--- config.mk ---
export PLATFORM = sky130hd
export DESIGN_NAME = sw_input_port
export DESIGN_NICKNAME = d
export VERILOG_FILES = /design/src/rtl/sw_port_pkg.sv /design/src/rtl/sw_debounce_bit.sv /design/src/rtl/sw_input_port.sv
export SDC_FILE = /design/constraint.sdc
export NUM_CORES = 1
export LEC_CHECK = 0
export BUFFER_PORTS_ARGS = -buffer_cell sky130_fd_sc_hd__buf_4
export CAP_MARGIN = 20
export CORE_ASPECT_RATIO = 1.1
export CORE_UTILIZATION = 57
export DETAILED_ROUTE_END_ITERATION = 7
export PLACE_DENSITY = 0.82
export RECOVER_POWER = 50
export SYNTH_ARGS = -nofsm -noshare
export SYNTH_HDL_FRONTEND = slang
export SYNTH_SLANG_ARGS = --single-unit
--- constraint.sdc ---
create_clock -name clk -period 5.5 [get_ports clk]
set_input_delay 0.275 -clock clk [delete_from_list [all_inputs] [get_ports clk]]
set_output_delay 0.275 -clock clk [all_outputs]
set_load 0.02 [all_outputs]
--- src/rtl/sw_port_pkg.sv ---
// rtl/sw_port_pkg.sv - shared register map and defaults for the switch input port
package sw_port_pkg;

  localparam logic [1:0] SWP_ADDR_LEVEL = 2'd0;
  localparam logic [1:0] SWP_ADDR_RISE  = 2'd1;
  localparam logic [1:0] SWP_ADDR_FALL  = 2'd2;
  localparam logic [1:0] SWP_ADDR_CNT   = 2'd3;

  localparam int SWP_DEB_CYCLES = 1000000;

endpackage

--- src/rtl/sw_debounce_bit.sv ---
// rtl/sw_debounce_bit.sv - one switch bit: 2-flop synchronizer, stability counter, debounced level
module sw_debounce_bit
  import sw_port_pkg::*;
#(
  parameter int DEB_CYCLES = SWP_DEB_CYCLES,
  parameter int CNT_W      = $clog2(DEB_CYCLES)
) (
  input  logic clk,
  input  logic rstn,
  input  logic sw_i,
  output logic level_o,
  output logic rise_o,
  output logic fall_o
);

  localparam logic [CNT_W-1:0] CNT_LAST = CNT_W'(DEB_CYCLES - 1);

  logic             meta_q;
  logic             sync_q;
  logic             level_q, level_d;
  logic [CNT_W-1:0] cnt_q, cnt_d;

  // Any sample matching the current level restarts the stability window.
  always_comb begin
    cnt_d   = '0;
    level_d = level_q;
    if (sync_q != level_q) begin
      if (cnt_q == CNT_LAST) begin
        level_d = sync_q;
      end else begin
        cnt_d = cnt_q + 1'b1;
      end
    end
  end

  always_ff @(posedge clk or negedge rstn) begin
    if (!rstn) begin
      meta_q  <= 1'b0;
      sync_q  <= 1'b0;
      level_q <= 1'b0;
      cnt_q   <= '0;
    end else begin
      meta_q  <= sw_i;
      sync_q  <= meta_q;
      level_q <= level_d;
      cnt_q   <= cnt_d;
    end
  end

  assign level_o = level_q;
  assign rise_o  = level_d & ~level_q;
  assign fall_o  = ~level_d & level_q;

endmodule

--- src/rtl/sw_input_port.sv ---
// rtl/sw_input_port.sv - debounced switch port with sticky edge events, edge counter and polled reads
// Optional interrupt output irq_o when SW_PORT_IRQ_EN is defined.
module sw_input_port
  import sw_port_pkg::*;
#(
  parameter int N          = 16,
  parameter int DEB_CYCLES = SWP_DEB_CYCLES,
  parameter int CNT_W      = $clog2(DEB_CYCLES)
) (
  input  logic         clk,
  input  logic         rstn,
  input  logic [N-1:0] sw_i,
  input  logic         rd_en,
  input  logic [1:0]   rd_addr,
  output logic [31:0]  rd_data,
  output logic         rd_valid,
  output logic [N-1:0] level_o
`ifdef SW_PORT_IRQ_EN
  ,
  output logic         irq_o
`endif
);

  logic [N-1:0] rise_pulse;
  logic [N-1:0] fall_pulse;
  logic [N-1:0] rise_sticky_q, rise_sticky_d;
  logic [N-1:0] fall_sticky_q, fall_sticky_d;
  logic [31:0]  edge_cnt_q, edge_cnt_d;
  logic [31:0]  rise_pop;
  logic [31:0]  rd_data_q, rd_data_d;
  logic         rd_valid_q;

  for (genvar g = 0; g < N; g++) begin : g_bit
    sw_debounce_bit #(
      .DEB_CYCLES(DEB_CYCLES),
      .CNT_W     (CNT_W)
    ) u_deb (
      .clk    (clk),
      .rstn   (rstn),
      .sw_i   (sw_i[g]),
      .level_o(level_o[g]),
      .rise_o (rise_pulse[g]),
      .fall_o (fall_pulse[g])
    );
  end

  // A clearing read keeps events landing on the same edge so none are lost.
  always_comb begin
    rise_sticky_d = rise_sticky_q | rise_pulse;
    fall_sticky_d = fall_sticky_q | fall_pulse;
    if (rd_en && (rd_addr == SWP_ADDR_RISE)) rise_sticky_d = rise_pulse;
    if (rd_en && (rd_addr == SWP_ADDR_FALL)) fall_sticky_d = fall_pulse;

    rise_pop = '0;
    for (int i = 0; i < N; i++) begin
      rise_pop = rise_pop + 32'(rise_pulse[i]);
    end
    edge_cnt_d = edge_cnt_q + rise_pop;

    rd_data_d = rd_data_q;
    if (rd_en) begin
      case (rd_addr)
        SWP_ADDR_LEVEL: rd_data_d = 32'(level_o);
        SWP_ADDR_RISE:  rd_data_d = 32'(rise_sticky_q);
        SWP_ADDR_FALL:  rd_data_d = 32'(fall_sticky_q);
        default:        rd_data_d = edge_cnt_q;
      endcase
    end
  end

  always_ff @(posedge clk or negedge rstn) begin
    if (!rstn) begin
      rise_sticky_q <= '0;
      fall_sticky_q <= '0;
      edge_cnt_q    <= '0;
      rd_data_q     <= '0;
      rd_valid_q    <= 1'b0;
    end else begin
      rise_sticky_q <= rise_sticky_d;
      fall_sticky_q <= fall_sticky_d;
      edge_cnt_q    <= edge_cnt_d;
      rd_data_q     <= rd_data_d;
      rd_valid_q    <= rd_en;
    end
  end

  assign rd_data  = rd_data_q;
  assign rd_valid = rd_valid_q;

`ifdef SW_PORT_IRQ_EN
  logic irq_q;

  // Follows the sticky registers one edge later, so it drops the edge after a clearing read.
  always_ff @(posedge clk or negedge rstn) begin
    if (!rstn) begin
      irq_q <= 1'b0;
    end else begin
      irq_q <= |{rise_sticky_q, fall_sticky_q};
    end
  end

  assign irq_o = irq_q;
`endif

endmodule

==> results of run 1 <==
==> flip-flops by register name, summed over array words and instances, names as in the netlist <==
register             flops
rd_data                 32
g_bit.u_deb.level_o     16
fall_sticky_q           16
g_bit.u_deb.meta_q      16
edge_cnt_q              32
rd_valid                 1
rise_sticky_q           16
g_bit.u_deb.sync_q      16
g_bit.u_deb.cnt_q      320
==> worst max-delay path: stages (launching register included) <==
cell                      delay (ns)
sky130_fd_sc_hd__dfrtp_1        0.40
sky130_fd_sc_hd__or4_4          0.58
sky130_fd_sc_hd__nor4_4         0.32
sky130_fd_sc_hd__buf_4          0.18
sky130_fd_sc_hd__and3_4         0.21
sky130_fd_sc_hd__fa_1           0.42
sky130_fd_sc_hd__inv_1          0.10
sky130_fd_sc_hd__fa_1           0.42
sky130_fd_sc_hd__fa_1           0.54
sky130_fd_sc_hd__inv_1          0.06
sky130_fd_sc_hd__fa_1           0.51
sky130_fd_sc_hd__fa_2           0.42
sky130_fd_sc_hd__fa_2           0.38
sky130_fd_sc_hd__a21oi_4        0.19
sky130_fd_sc_hd__o21ai_2        0.11
sky130_fd_sc_hd__buf_4          0.17
sky130_fd_sc_hd__nand4_1        0.11
sky130_fd_sc_hd__xnor2_1        0.14
==> power groups by stage <==
stage          Sequential, uW  Combinational (uW)  Clock (uW)
5_1_grt                  3510                 262        3350
4_1_cts                  3510                 238        3220
3_3_place_gp             3560                 218           0
6_report                 3510                 230        3160
2_1_floorplan            3560                 105           0
3_5_place_dp             3570                 226           0
==> metal layers <==
| metal | routed length, um | global-route usage, % | up-vias | part of all wire (%) |
|---|---|---|---|---|
| met5 | 0 | 0 | - | 0 |
| met4 | 1689 | 9.223 | 0 | 3.4 |
| li1 | - | - | 8007 | - |
| met3 | 2331 | 4.346 | 128 | 4.7 |
| met2 | 24630 | 42.99 | 444 | 50 |
| met1 | 20680 | 32.37 | 8494 | 42 |
==> final timing paths <==
kind	start	end	slack, ns	depth (start not counted)
worst max-delay path	g_bit[0].u_deb.cnt_q[8]	edge_cnt_q[28]	0.16	17
worst min-delay path	g_bit[4].u_deb.meta_q	g_bit[4].u_deb.sync_q	0.35	0
worst max register to register	g_bit[0].u_deb.cnt_q[8]	edge_cnt_q[28]	0.16	17
worst min register to register	g_bit[4].u_deb.meta_q	g_bit[4].u_deb.sync_q	0.35	0
max in group asynchronous	rstn	g_bit[3].u_deb.cnt_q[9]	1.30	3
min in group asynchronous	rstn	g_bit[4].u_deb.cnt_q[9]	1.13	2
==> kinds of logic (layout without fill, tap and decap cells) <==
family / count (synthesis) / after routing / synth area share (%)
xor gates and xnor gates: 227 / 227 / 8.864
buffers and inverters: 184 / 324 / 3.403
and+or+nand+nor: 946 / 946 / 22.22
adders and majority gates: 36 / 36 / 2.410
DFF: 465 / 465 / 51.88
AOI/OAI and AO/OA: 288 / 288 / 8.027
muxes: 48 / 48 / 3.202
==> final cells by class <==
cell class                      instances  area, um^2
Fill cell                            2877       13270
Sequential cell                       465       11640
Multi-Input combinational cell       1545       10130
Clock buffer                           64        1373
Timing Repair Buffer                  141       915.9
Tap cell                              500       625.6
Inverter                              103       386.6
Clock inverter                         16       138.9
==> what timing repair did <==
item                                   in CTS  in global routing
gates resized for setup                     9                 11
cloned                                      0                  0
setup buffers                               1                  1
pin swaps                                   3                  1
setup endpoints to repair                  13                 14
hold buffers                               17                  0
endpoints found under the hold margin     128                  0
==> placed cells by master, fill, tap and decap left out, types with 11 or more instances in the layout <==
cell type and instances:
sky130_fd_sc_hd__a32o_1 13, sky130_fd_sc_hd__clkbuf_16 49, sky130_fd_sc_hd__o31ai_1 49, sky130_fd_sc_hd__or3_1 67, sky130_fd_sc_hd__nand4_1 73, sky130_fd_sc_hd__and4_1 21
sky130_fd_sc_hd__xor2_1 86, sky130_fd_sc_hd__inv_1 103, sky130_fd_sc_hd__a21oi_1 104, sky130_fd_sc_hd__clkbuf_1 60, sky130_fd_sc_hd__nor3_1 50, sky130_fd_sc_hd__mux2_2 18
sky130_fd_sc_hd__clkbuf_4 16, sky130_fd_sc_hd__mux2_1 12, sky130_fd_sc_hd__o21ai_0 79, sky130_fd_sc_hd__dfrtp_1 465, sky130_fd_sc_hd__or4_1 56, sky130_fd_sc_hd__nor2_1 250
sky130_fd_sc_hd__ha_1 22, sky130_fd_sc_hd__nand3_1 129, sky130_fd_sc_hd__xnor2_1 141, sky130_fd_sc_hd__nand2_1 138, sky130_fd_sc_hd__buf_4 50, sky130_fd_sc_hd__and3_1 41
sky130_fd_sc_hd__and2_1 13, sky130_fd_sc_hd__nand2b_1 12, sky130_fd_sc_hd__nor4_1 34, sky130_fd_sc_hd__mux4_2 16, sky130_fd_sc_hd__clkinv_2 11, sky130_fd_sc_hd__dlygate4sd3_1 17
==> per-stage QoR <==
stage	util, %	total power (uW)	setup TNS [ns]
finish	65.52	6902	0
global route	65.52	7123	0
global placement	61.42	3782	0
floorplan	-	3664	0
CTS	65.97	6962	0
detailed placement	61.48	3795	-0.3778
==> impl_metrics.sql, run 1 <==
INSERT INTO impl_metrics (metric_group, metric, value, unit) VALUES
('layout', 'final_layout_size_suffix_gt1_share', '9.640', '%'),
('detailed_routing', 'drt_wl_total', '49.33', 'mm'),
('job', 'max_cap_violations', '3', ''),
('floorplanning', 'die_width', '191.1', 'um'),
('yosys', 'synthesis.area', '22430', 'um^2'),
('timing', 'final.setup_skew', '0.01277', 'ns'),
('global_routing', 'grt_use_total', '25.26', '%'),
('timing', 'min_period_over_period', '97.07', '%'),
('clock_tree', 'clk-insertion-delay-late', '0.58', 'ns'),
('floorplanning', 'die_height', '210.1', 'um'),
('timing', 'setup_viol', '0', ''),
('floorplanning', 'core.rowCount', '75', ''),
('detailed_routing', 'number_of_nets_with_antenna_violations_after_routing', '0', ''),
('yosys', 'synthDominantCellAreaShare', '51.88', '%'),
('detailed_routing', 'drc', '0', ''),
('critical_path', 'worstPathArrival', '5.83', 'ns'),
('critical_path', 'worst_setup_path_start_kind', 'register', ''),
('timing', 'timing_max_transition_violations_final', '282', ''),
('yosys', 'number_of_flops_mapped_to_enable_cells_by_yosys', '0', ''),
('placed_design', 'placement.setup.worst_slack', '-0.07839', 'ns'),
('clock_tree', 'cts-buffers-inserted', '47', ''),
('status', 'run_status', 'complete, but fails checks', ''),
('yosys', 'postSynthNetCount', '2251', ''),
('global_routing', 'first_global_vias', '17108', ''),
('layout', 'num-nets-final', '2360', ''),
('yosys', 'synth-seq-cells', '465', ''),
('power', 'power_density_normalized_to_cell_area', '273.8', 'nW/um^2'),
('hold_path', 'hold_path_class', 'reg -> reg', ''),
('floorplanning', 'initial_core_util', '58.30', '%'),
('timing', 'max_freq', '187.3', 'MHz'),
('detailed_routing', 'detailroute.via_count', '17073', ''),
('yosys', 'post_synthesis_cell_type_with_the_largest_combined_area', 'sky130_fd_sc_hd__dfrtp_1', ''),
('floorplanning', 'core-area', '38470', 'um^2'),
('yosys', 'synth_most_common_cell', 'sky130_fd_sc_hd__dfrtp_1', ''),
('power', 'power.internal', '5363', 'uW'),
('yosys', 'most_common_library_cells_after_synthesis', 'sky130_fd_sc_hd__dfrtp_1 (465), sky130_fd_sc_hd__nor2_1 (250), sky130_fd_sc_hd__xnor2_1 (141)', ''),
('placed_design', 'place_hpwl', '32.51', 'mm'),
('power', 'pwr-share-clk', '45.9', '%'),
('power', 'sw_frac_of_total', '22.30', '%'),
('detailed_routing', 'post_drt_via_cell_ratio', '6.024', ''),
('global_routing', 'globalRoute.totalOverflow', '0', ''),
('timing', 'final_worst_setup_slack', '0.1609', 'ns'),
('power', 'comb_power_share', '3.3', '%'),
('critical_path', 'critPathCaptureType', 'register', ''),
('clock_tree', 'clock_sinks', '465', ''),
('timing', 'tightestPinTransition', '2.883', 'ns'),
('clock_tree', 'clock_tree_from_tritoncts', 'done', ''),
('clock_tree', 'path_clk_slew', '0.06', 'ns'),
('layout', 'finalNonFillerCells', '2834', ''),
('placed_design', 'place_area', '23650', 'um^2'),
('placed_design', 'place.gp.congestion', '0.8544', ''),
('power', 'p_leak', '0.01042', 'uW'),
('timing', 'relSlewSlack', '-92.20', '%'),
('timing', 'final_hold_viol_count', '0', ''),
('floorplanning', 'die_area', '40150', 'um^2'),
('detailed_routing', 'detail_route.wl_per_cell', '17.41', 'um'),
('yosys', 'ys_warn_count', '0', ''),
('clock_tree', 'clock_tree.htree_level_count', '2', ''),
('clock_tree', 'root_buffer', 'sky130_fd_sc_hd__clkbuf_16', ''),
('critical_path', 'worstPathMaxFanout', '4', ''),
('status', 'violations', 'capacitance limit, slew limit', ''),
('yosys', 'synth_area_leaders', 'sky130_fd_sc_hd__dfrtp_1 (52%), sky130_fd_sc_hd__xnor2_1 (5.5%), sky130_fd_sc_hd__nor2_1 (4.2%), sky130_fd_sc_hd__xor2_1 (3.4%), sky130_fd_sc_hd__nand3_1 (2.9%)', ''),
('yosys', 'avg_cell_area_syn', '10.22', 'um^2'),
('global_routing', 'largest_net_degree_at_the_start_of_global_routing', '161', ''),
('timing', 'rsz0062_at_grt', 'false', ''),
('power', 'peak_supply_drop', '0.0002556', 'V'),
('yosys', 'synthFlopType', 'sky130_fd_sc_hd__dfrtp_1', ''),
('critical_path', 'worstPathRequired', '5.99', 'ns'),
('power', 'sequential_cell_fraction_of_total_power', '50.8', '%'),
('layout', 'n_antenna_cell', '0', ''),
('floorplanning', 'top_level_ports', '70', '');
(Power assumes the default switching activity.)
==> inputs of run 2 (changes only) <==
--- a/config.mk
+++ b/config.mk
@@ -12,6 +12,7 @@
 export DETAILED_ROUTE_END_ITERATION = 7
 export PLACE_DENSITY = 0.82
 export RECOVER_POWER = 50
+export REMOVE_ABC_BUFFERS = 1
 export SYNTH_ARGS = -nofsm -noshare
 export SYNTH_HDL_FRONTEND = slang
 export SYNTH_SLANG_ARGS = --single-unit
==> run 2 against run 1 <==
  * The run still ends with capacitance limit, slew limit left
  * Die area unchanged
  * First-iteration DRC count down 3.0%
  * Sequential cell count did not move
  * Final cell count rose by 0.42%
  * Hold slack worse by 0.0023 ns
  * Critical path depth rose by 1
==> impl_metrics.sql, run 2 (same netlist as run 1, synthesis figures left out) <==
INSERT INTO impl_metrics (metric_group, metric, value, unit) VALUES
('clock_tree', 'clockBufferDepth', '3', ''),
('placed_design', 'portBuffers', '69', ''),
('clock_tree', 'path_clk_slew', '0.06', 'ns'),
('timing', 'min_period', '5.374', 'ns'),
('hold_path', 'hold_depth', '0', ''),
('critical_path', 'worst_setup_path_start_kind', 'register', ''),
('critical_path', 'worstPathRequired', '5.98', 'ns'),
('timing', 'timing_max_transition_violations_final', '300', ''),
('global_routing', 'global_route.usage.met3', '4.529', '%'),
('job', 'max_cap_violations', '3', ''),
('layout', 'finalNonFillerCells', '2846', ''),
('layout', 'final_layout_size_suffix_gt1_share', '10.06', '%'),
('status', 'violations', 'capacitance limit, slew limit', ''),
('critical_path', 'cpPeakStageDelay', '0.59', 'ns'),
('floorplanning', 'core.rowCount', '75', ''),
('placed_design', 'placedCellCount', '2735', ''),
('global_routing', 'globalRoute.totalOverflow', '0', ''),
('clock_tree', 'clock_tree_from_tritoncts', 'done', ''),
('floorplanning', 'die_width', '191.1', 'um'),
('clock_tree', 'clock_sinks', '465', ''),
('timing', 'setup_viol', '0', ''),
('detailed_routing', 'drt_wl_total', '50.11', 'mm'),
('global_routing', 'largest_net_degree_at_the_start_of_global_routing', '149', ''),
('layout', 'top_register', 'g_bit.u_deb.cnt_q', ''),
('detailed_routing', 'drc', '0', ''),
('critical_path', 'worst_path_most_repeated_cell', 'sky130_fd_sc_hd__fa_1', ''),
('timing', 'hold_slack', '0.3463', 'ns'),
('hold_path', 'hold_path_class', 'reg -> reg', ''),
('timing', 'tightestPinTransition', '2.907', 'ns'),
('clock_tree', 'clk-insertion-delay-late', '0.58', 'ns'),
('timing', 'min_period_over_period', '97.70', '%'),
('global_routing', 'met1_usage_in_global_routing', '33.58', '%'),
('timing', 'max_freq', '186.1', 'MHz'),
('floorplanning', 'die_area', '40150', 'um^2'),
('timing', 'final.setup_skew', '0.01529', 'ns'),
('status', 'run_status', 'complete, but fails checks', ''),
('layout', 'mostFrequentLayoutCells', 'sky130_fd_sc_hd__dfrtp_1 (465), sky130_fd_sc_hd__nor2_1 (250), sky130_fd_sc_hd__xnor2_1 (141), sky130_fd_sc_hd__nand2_1 (138), sky130_fd_sc_hd__nand3_1 (128)', ''),
('detailed_routing', 'initialDrtViolationCount', '1222', ''),
('detailed_routing', 'detailroute.via_count', '17188', ''),
('detailed_routing', 'detail_route.wl_per_cell', '17.61', 'um'),
('global_routing', 'grt-busiest-layer', 'met2', ''),
('floorplanning', 'top_level_ports', '70', ''),
('clock_tree', 'root_buffer', 'sky130_fd_sc_hd__clkbuf_16', ''),
('layout', 'n_antenna_cell', '0', ''),
('floorplanning', 'die_height', '210.1', 'um'),
('critical_path', 'crit_slowest_cell', 'sky130_fd_sc_hd__or4_4', ''),
('global_routing', 'grt_first_pass_wirelength', '84.53', 'mm'),
('critical_path', 'ff2ff_path_depth', '18', ''),
('clock_tree', 'cts-buffers-inserted', '48', ''),
('global_routing', 'grt_use_total', '25.67', '%'),
('layout', 'num-nets-final', '2367', ''),
('floorplanning', 'initial_core_util', '58.30', '%'),
('power', 'power_density_normalized_to_cell_area', '275.3', 'nW/um^2'),
('critical_path', 'worstPathMaxFanout', '5', ''),
('detailed_routing', 'number_of_nets_with_antenna_violations_after_routing', '0', ''),
('global_routing', 'first_global_vias', '17206', ''),
('timing', 'final_hold_viol_count', '0', ''),
('placed_design', 'place_hpwl', '33.35', 'mm'),
('critical_path', 'critical_path.cell_chain', 'and3_4, nand4b_1, or4_4, or2_1, fa_1, inv_1, fa_1, inv_1, fa_1, inv_1, fa_1, fa_2, fa_2, a21oi_4, o21ai_2, buf_4, nand3_1, xnor2_1', ''),
('layout', 'area_growth', '12.88', '%'),
('clock_tree', 'clock_tree.htree_level_count', '2', ''),
('power', 'p_leak', '0.01046', 'uW'),
('detailed_routing', 'detailedRoute.firstPassIterationCount', '5', ''),
('global_routing', 'grt_antenna_before_repair', '0', ''),
('placed_design', 'place.gp.congestion', '0.8382', ''),
('layout', 'most_common_cell_after_layout_fill_and_taps_aside', 'sky130_fd_sc_hd__dfrtp_1', ''),
('global_routing', 'gr-usage-met2', '43.64', '%'),
('detailed_routing', 'post_drt_via_cell_ratio', '6.039', ''),
('critical_path', 'timing_worst_setup_path_type', 'reg -> reg', ''),
('power', 'peak_supply_drop', '0.0002485', 'V'),
('timing', 'relSlewSlack', '-93.77', '%'),
('layout', 'largest_register_ff_count', '320', ''),
('floorplanning', 'core-area', '38470', 'um^2'),
('critical_path', 'critPathCaptureType', 'register', ''),
('critical_path', 'worstPathArrival', '5.86', 'ns');
[run 2: cell count changes in the layout (fill, tap and decap cells not counted), sizes merged]
cell	delta
clkbuf	+7
buf	+2
bufinv	+1
clkinv	+1
clkinvlp	+1
[run 2: power by group]
group          total (uW)  internal (uW)  switching, uW
registers            3510           3460           45.1
logic                 229           68.4            160
clock network        3230           1900           1330
[run 2: critical path, delay by kind of cell (launching register included)]
| kind | cells | cell delay (ns) |
|---|---|---|
| XOR/XNOR | 1 | 0.14 |
| AND/OR/NAND/NOR | 5 | 1.37 |
| adder cells (fa/ha/maj) | 6 | 2.76 |
| AO/OA/AOI/OAI | 2 | 0.29 |
| buffers and inverters | 4 | 0.34 |
| flip-flops | 1 | 0.39 |
[run 2: area by class of cell]
type,instances,area [um^2]
inverter,103,386.6
tap,500,625.6
clock buffer,67,1394
multi-input combinational,1545,10160
fill,2914,13160
timing repair buffer,147,937.1
sequential,465,11640
clock inverter,19,177.7
[run 2: path summary, 6_finish.rpt]
check / endpoint / slack, ns / from
max: edge_cnt_q[16] / 0.13 / g_bit[14].u_deb.cnt_q[18]
min: g_bit[12].u_deb.sync_q / 0.35 / g_bit[12].u_deb.meta_q
max reg2reg: edge_cnt_q[16] / 0.13 / g_bit[14].u_deb.cnt_q[18]
min reg2reg: g_bit[12].u_deb.sync_q / 0.35 / g_bit[12].u_deb.meta_q
max in group asynchronous: g_bit[2].u_deb.cnt_q[4] / 1.06 / rstn
min in group asynchronous: g_bit[13].u_deb.cnt_q[13] / 1.10 / rstn
[run 2: stage by stage]
stage / area, um^2 / TNS (ns) / setup slack (ns) / total power (uW) / utilization (%)
global placement: 23620 / 0 / 0.03960 / 3782 / 61.40
finish: 25320 / 0 / 0.1263 / 6971 / 65.81
CTS: 25470 / 0 / 0.01107 / 7041 / 66.20
floorplan: 22050 / 0 / 0.1245 / 3649 / -
detailed placement: 23660 / -0.8792 / -0.1386 / 3795 / 61.51
global route: 25320 / -0.05000 / -0.02027 / 7205 / 65.81
[run 2: per-layer routing]
| layer | share of wire, % | vias up | routed length (um) |
|---|---|---|---|
| met3 | 5.0 | 93 | 2520 |
| met2 | 51 | 448 | 25490 |
| met5 | 0 | - | 0 |
| met1 | 42 | 8604 | 20850 |
| li1 | - | 8043 | - |
| met4 | 2.5 | 0 | 1261 |
[run 2: repair_timing]
action,4_1_cts,5_1_grt
endpoints found under the setup margin,13,14
hold endpoints to repair,125,0
gates resized for setup,10,13
hold buffers,17,0
setup buffers,2,5
pin swaps,2,6
==> inputs of run 3 (changes only) <==
--- a/config.mk
+++ b/config.mk
@@ -8,9 +8,11 @@
 export BUFFER_PORTS_ARGS = -buffer_cell sky130_fd_sc_hd__buf_4
 export CAP_MARGIN = 20
 export CORE_ASPECT_RATIO = 1.1
-export CORE_UTILIZATION = 57
+export CORE_UTILIZATION = 58
+export CTS_BUF_LIST = sky130_fd_sc_hd__clkbuf_8
+export CTS_CLUSTER_DIAMETER = 100
 export DETAILED_ROUTE_END_ITERATION = 7
-export PLACE_DENSITY = 0.82
+export PLACE_DENSITY = 0.83
 export RECOVER_POWER = 50
 export REMOVE_ABC_BUFFERS = 1
 export SYNTH_ARGS = -nofsm -noshare
==> run 3 against run 2 <==
  * The flow still finishes with violations (capacitance limit, slew limit)
  * Register-to-register slack lost 0.03 ns
  * Via count grew 0.51%
  * Sequential cell count is the same
  * Hold slack lost 0.085 ns
  * Critical path depth is the same
  * Die area shrank 1.7%
  * Count of clock-buffer cells in the layout grew 32
  * Routed wire length shrank 0.62%
  * Non-clock buffer count shrank 2
  * Final area grew 0.38%
  * Clock skew grew 0.010 ns
==> impl_metrics.sql, run 3 (same netlist as run 1, synthesis figures left out) <==
INSERT INTO impl_metrics (metric_group, metric, value, unit) VALUES
('power', 'p_leak', '0.01059', 'uW'),
('global_routing', 'largest_net_degree_at_the_start_of_global_routing', '175', ''),
('timing', 'finalSetupTns', '0', 'ns'),
('global_routing', 'first_global_vias', '17268', ''),
('timing', 'final.setup_skew', '0.02577', 'ns'),
('detailed_routing', 'number_of_nets_with_antenna_violations_after_routing', '0', ''),
('timing', 'tightestPinTransition', '2.986', 'ns'),
('placed_design', 'portBuffers', '69', ''),
('layout', 'finalNonFillerCells', '2890', ''),
('clock_tree', 'root_buffer', 'sky130_fd_sc_hd__clkbuf_8', ''),
('critical_path', 'reg2reg_slack', '0.1', 'ns'),
('layout', 'num-nets-final', '2392', ''),
('critical_path', 'critPathCaptureType', 'register', ''),
('timing', 'setup_viol', '0', ''),
('critical_path', 'worstPathRequired', '6.02', 'ns'),
('clock_tree', 'cts-buffers-inserted', '75', ''),
('critical_path', 'worst_setup_path_start_kind', 'register', ''),
('floorplanning', 'core.rowCount', '75', ''),
('global_routing', 'grt_first_pass_wirelength', '83.98', 'mm'),
('timing', 'hold_slack', '0.2612', 'ns'),
('floorplanning', 'die_area', '39460', 'um^2'),
('layout', 'final_layout_size_suffix_gt1_share', '11.72', '%'),
('status', 'violations', 'capacitance limit, slew limit', ''),
('floorplanning', 'die_height', '208.3', 'um'),
('placed_design', 'place_hpwl', '32.56', 'mm'),
('timing', 'min_period_over_period', '98.25', '%'),
('timing', 'max_freq', '185.1', 'MHz'),
('timing', 'final_hold_viol_count', '0', ''),
('timing', 'min_period', '5.404', 'ns'),
('detailed_routing', 'm1_wire_length', '20.76', 'mm'),
('clock_tree', 'clock_sinks', '465', ''),
('detailed_routing', 'detailroute.wirelength.met3', '2.614', 'mm'),
('status', 'run_status', 'complete, but fails checks', ''),
('clock_tree', 'path_clk_slew', '0.06', 'ns'),
('clock_tree', 'clock_tree_from_tritoncts', 'done', ''),
('detailed_routing', 'drc', '0', ''),
('placed_design', 'place.gp.congestion', '0.8588', ''),
('critical_path', 'critical_path.cell_chain', 'nor4_4, nand2_1, or4_4, or2_4, fa_1, inv_1, fa_1, inv_1, fa_1, inv_1, fa_1, fa_2, fa_2, a21oi_4, o21ai_2, buf_4, nand4_1, xnor2_1', ''),
('layout', 'mostFrequentLayoutCells', 'sky130_fd_sc_hd__dfrtp_1 (464), sky130_fd_sc_hd__nor2_1 (250), sky130_fd_sc_hd__xnor2_1 (141), sky130_fd_sc_hd__nand2_1 (138), sky130_fd_sc_hd__nand3_1 (129)', ''),
('detailed_routing', 'detailroute.via_count', '17276', ''),
('job', 'max_cap_violations', '3', ''),
('detailed_routing', 'detailedRoute.firstPassIterationCount', '5', ''),
('layout', 'most_common_cell_after_layout_fill_and_taps_aside', 'sky130_fd_sc_hd__dfrtp_1', ''),
('detailed_routing', 'drt_wl_total', '49.81', 'mm'),
('critical_path', 'worstPathMaxFanout', '5', ''),
('global_routing', 'globalRoute.totalOverflow', '0', ''),
('critical_path', 'timing_worst_setup_path_type', 'reg -> reg', ''),
('timing', 'relSlewSlack', '-99.06', '%'),
('floorplanning', 'die_width', '189.5', 'um'),
('clock_tree', 'clk-insertion-delay-late', '0.63', 'ns'),
('layout', 'top_register', 'g_bit.u_deb.cnt_q', ''),
('critical_path', 'worstPathArrival', '5.92', 'ns'),
('power', 'peak_supply_drop', '0.0001697', 'V'),
('critical_path', 'crit_slowest_cell', 'sky130_fd_sc_hd__or4_4', ''),
('detailed_routing', 'post_drt_via_cell_ratio', '5.978', ''),
('power', 'totalPowerFinal', '6906', 'uW'),
('placed_design', 'placedCellCount', '2736', ''),
('layout', 'largest_register_ff_count', '320', ''),
('floorplanning', 'core-area', '38100', 'um^2'),
('detailed_routing', 'initialDrtViolationCount', '1282', ''),
('global_routing', 'grt_antenna_before_repair', '0', ''),
('clock_tree', 'clock_tree.htree_level_count', '3', ''),
('detailed_routing', 'dr_wl_met2', '25.06', 'mm'),
('hold_path', 'hold_path_class', 'in -> reg', ''),
('detailed_routing', 'detail_route.wl_per_cell', '17.23', 'um'),
('power', 'power_density_normalized_to_cell_area', '271.7', 'nW/um^2'),
('floorplanning', 'initial_core_util', '58.87', '%'),
('critical_path', 'cpPeakStageDelay', '0.52', 'ns'),
('timing', 'timing_max_transition_violations_final', '166', ''),
('critical_path', 'worst_path_most_repeated_cell', 'sky130_fd_sc_hd__fa_1', ''),
('layout', 'n_antenna_cell', '0', ''),
('floorplanning', 'top_level_ports', '70', ''),
('global_routing', 'grt_use_total', '25.88', '%'),
('layout', 'area_growth', '13.30', '%'),
('layout', 'utilization', '66.71', '%'),
('clock_tree', 'clockBufferDepth', '3', ''),
('detailed_routing', 'top_layer', 'met4', '');
==> run 3: cell count changes in the layout (fill, tap and decap cells not counted), sizes merged <==
cell      before  now
inv          103  115
buf           55   59
clkinvlp       3    6
clkbuf       142  168
bufinv         3    4
clkinv        13   11
==> run 3: final timing paths <==
kind | endpoint | startpoint | cells after the start
hold / removal | fall_sticky_q[2] | rd_addr[1] | 4
setup / recovery | edge_cnt_q[28] | g_bit[14].u_deb.cnt_q[6] | 18
setup reg to reg | edge_cnt_q[28] | g_bit[14].u_deb.cnt_q[6] | 18
max in group asynchronous | g_bit[1].u_deb.cnt_q[1] | rstn | 4
min in group asynchronous | g_bit[15].u_deb.cnt_q[5] | rstn | 2
hold reg to reg | g_bit[1].u_deb.sync_q | g_bit[1].u_deb.meta_q | 0
==> run 3: worst max-delay path, delay by kind of cell (launching register included) <==
kind,cells,cell delay [ns]
adders and majority gates,6,2.74
and+or+nand+nor,5,1.37
DFF,1,0.43
buffers and inverters,4,0.34
AOI/OAI and AO/OA,2,0.27
xor gates and xnor gates,1,0.13
==> run 3: metrics by stage <==
step	instance area (um^2)	setup WS [ns]
after floorplan	22050	0.1245
after global placement	23660	-0.01120
after detailed placement	23680	-0.2429
after CTS	25560	0.02328
after global routing	25410	-0.02365
final	25410	0.09644
==> run 3: timing repair <==
action	4_1_cts	5_1_grt
pin swaps	3	10
hold endpoints to repair	67	0
gates resized for setup	15	8
setup endpoints to repair	14	14
hold buffers	17	0
buffers inserted	0	4
gates cloned	0	0
==> run 3: area by class of cell <==
type,count,area [um^2]
fill,2864,12680
inverter,103,386.6
tap,500,625.6
clock inverter,33,270.3
multi-input combinational,1545,10180
clock buffer,99,1363
sequential,465,11640
timing repair buffer,145,954.7
==> run 3: power breakdown <==
part | internal [uW] | leakage, uW | switching [uW]
registers | 3460 | 0.00638 | 44.1
clock network | 1800 | 0.000875 | 1360
logic | 70.7 | 0.00333 | 161
==> run 3: per-layer routing <==
| layer | global-route usage [%] | vias up |
|---|---|---|
| met5 | 0 | - |
| met4 | 9.956 | 0 |
| met3 | 4.622 | 113 |
| met1 | 33.63 | 8612 |
| li1 | - | 8101 |
| met2 | 43.19 | 450 |
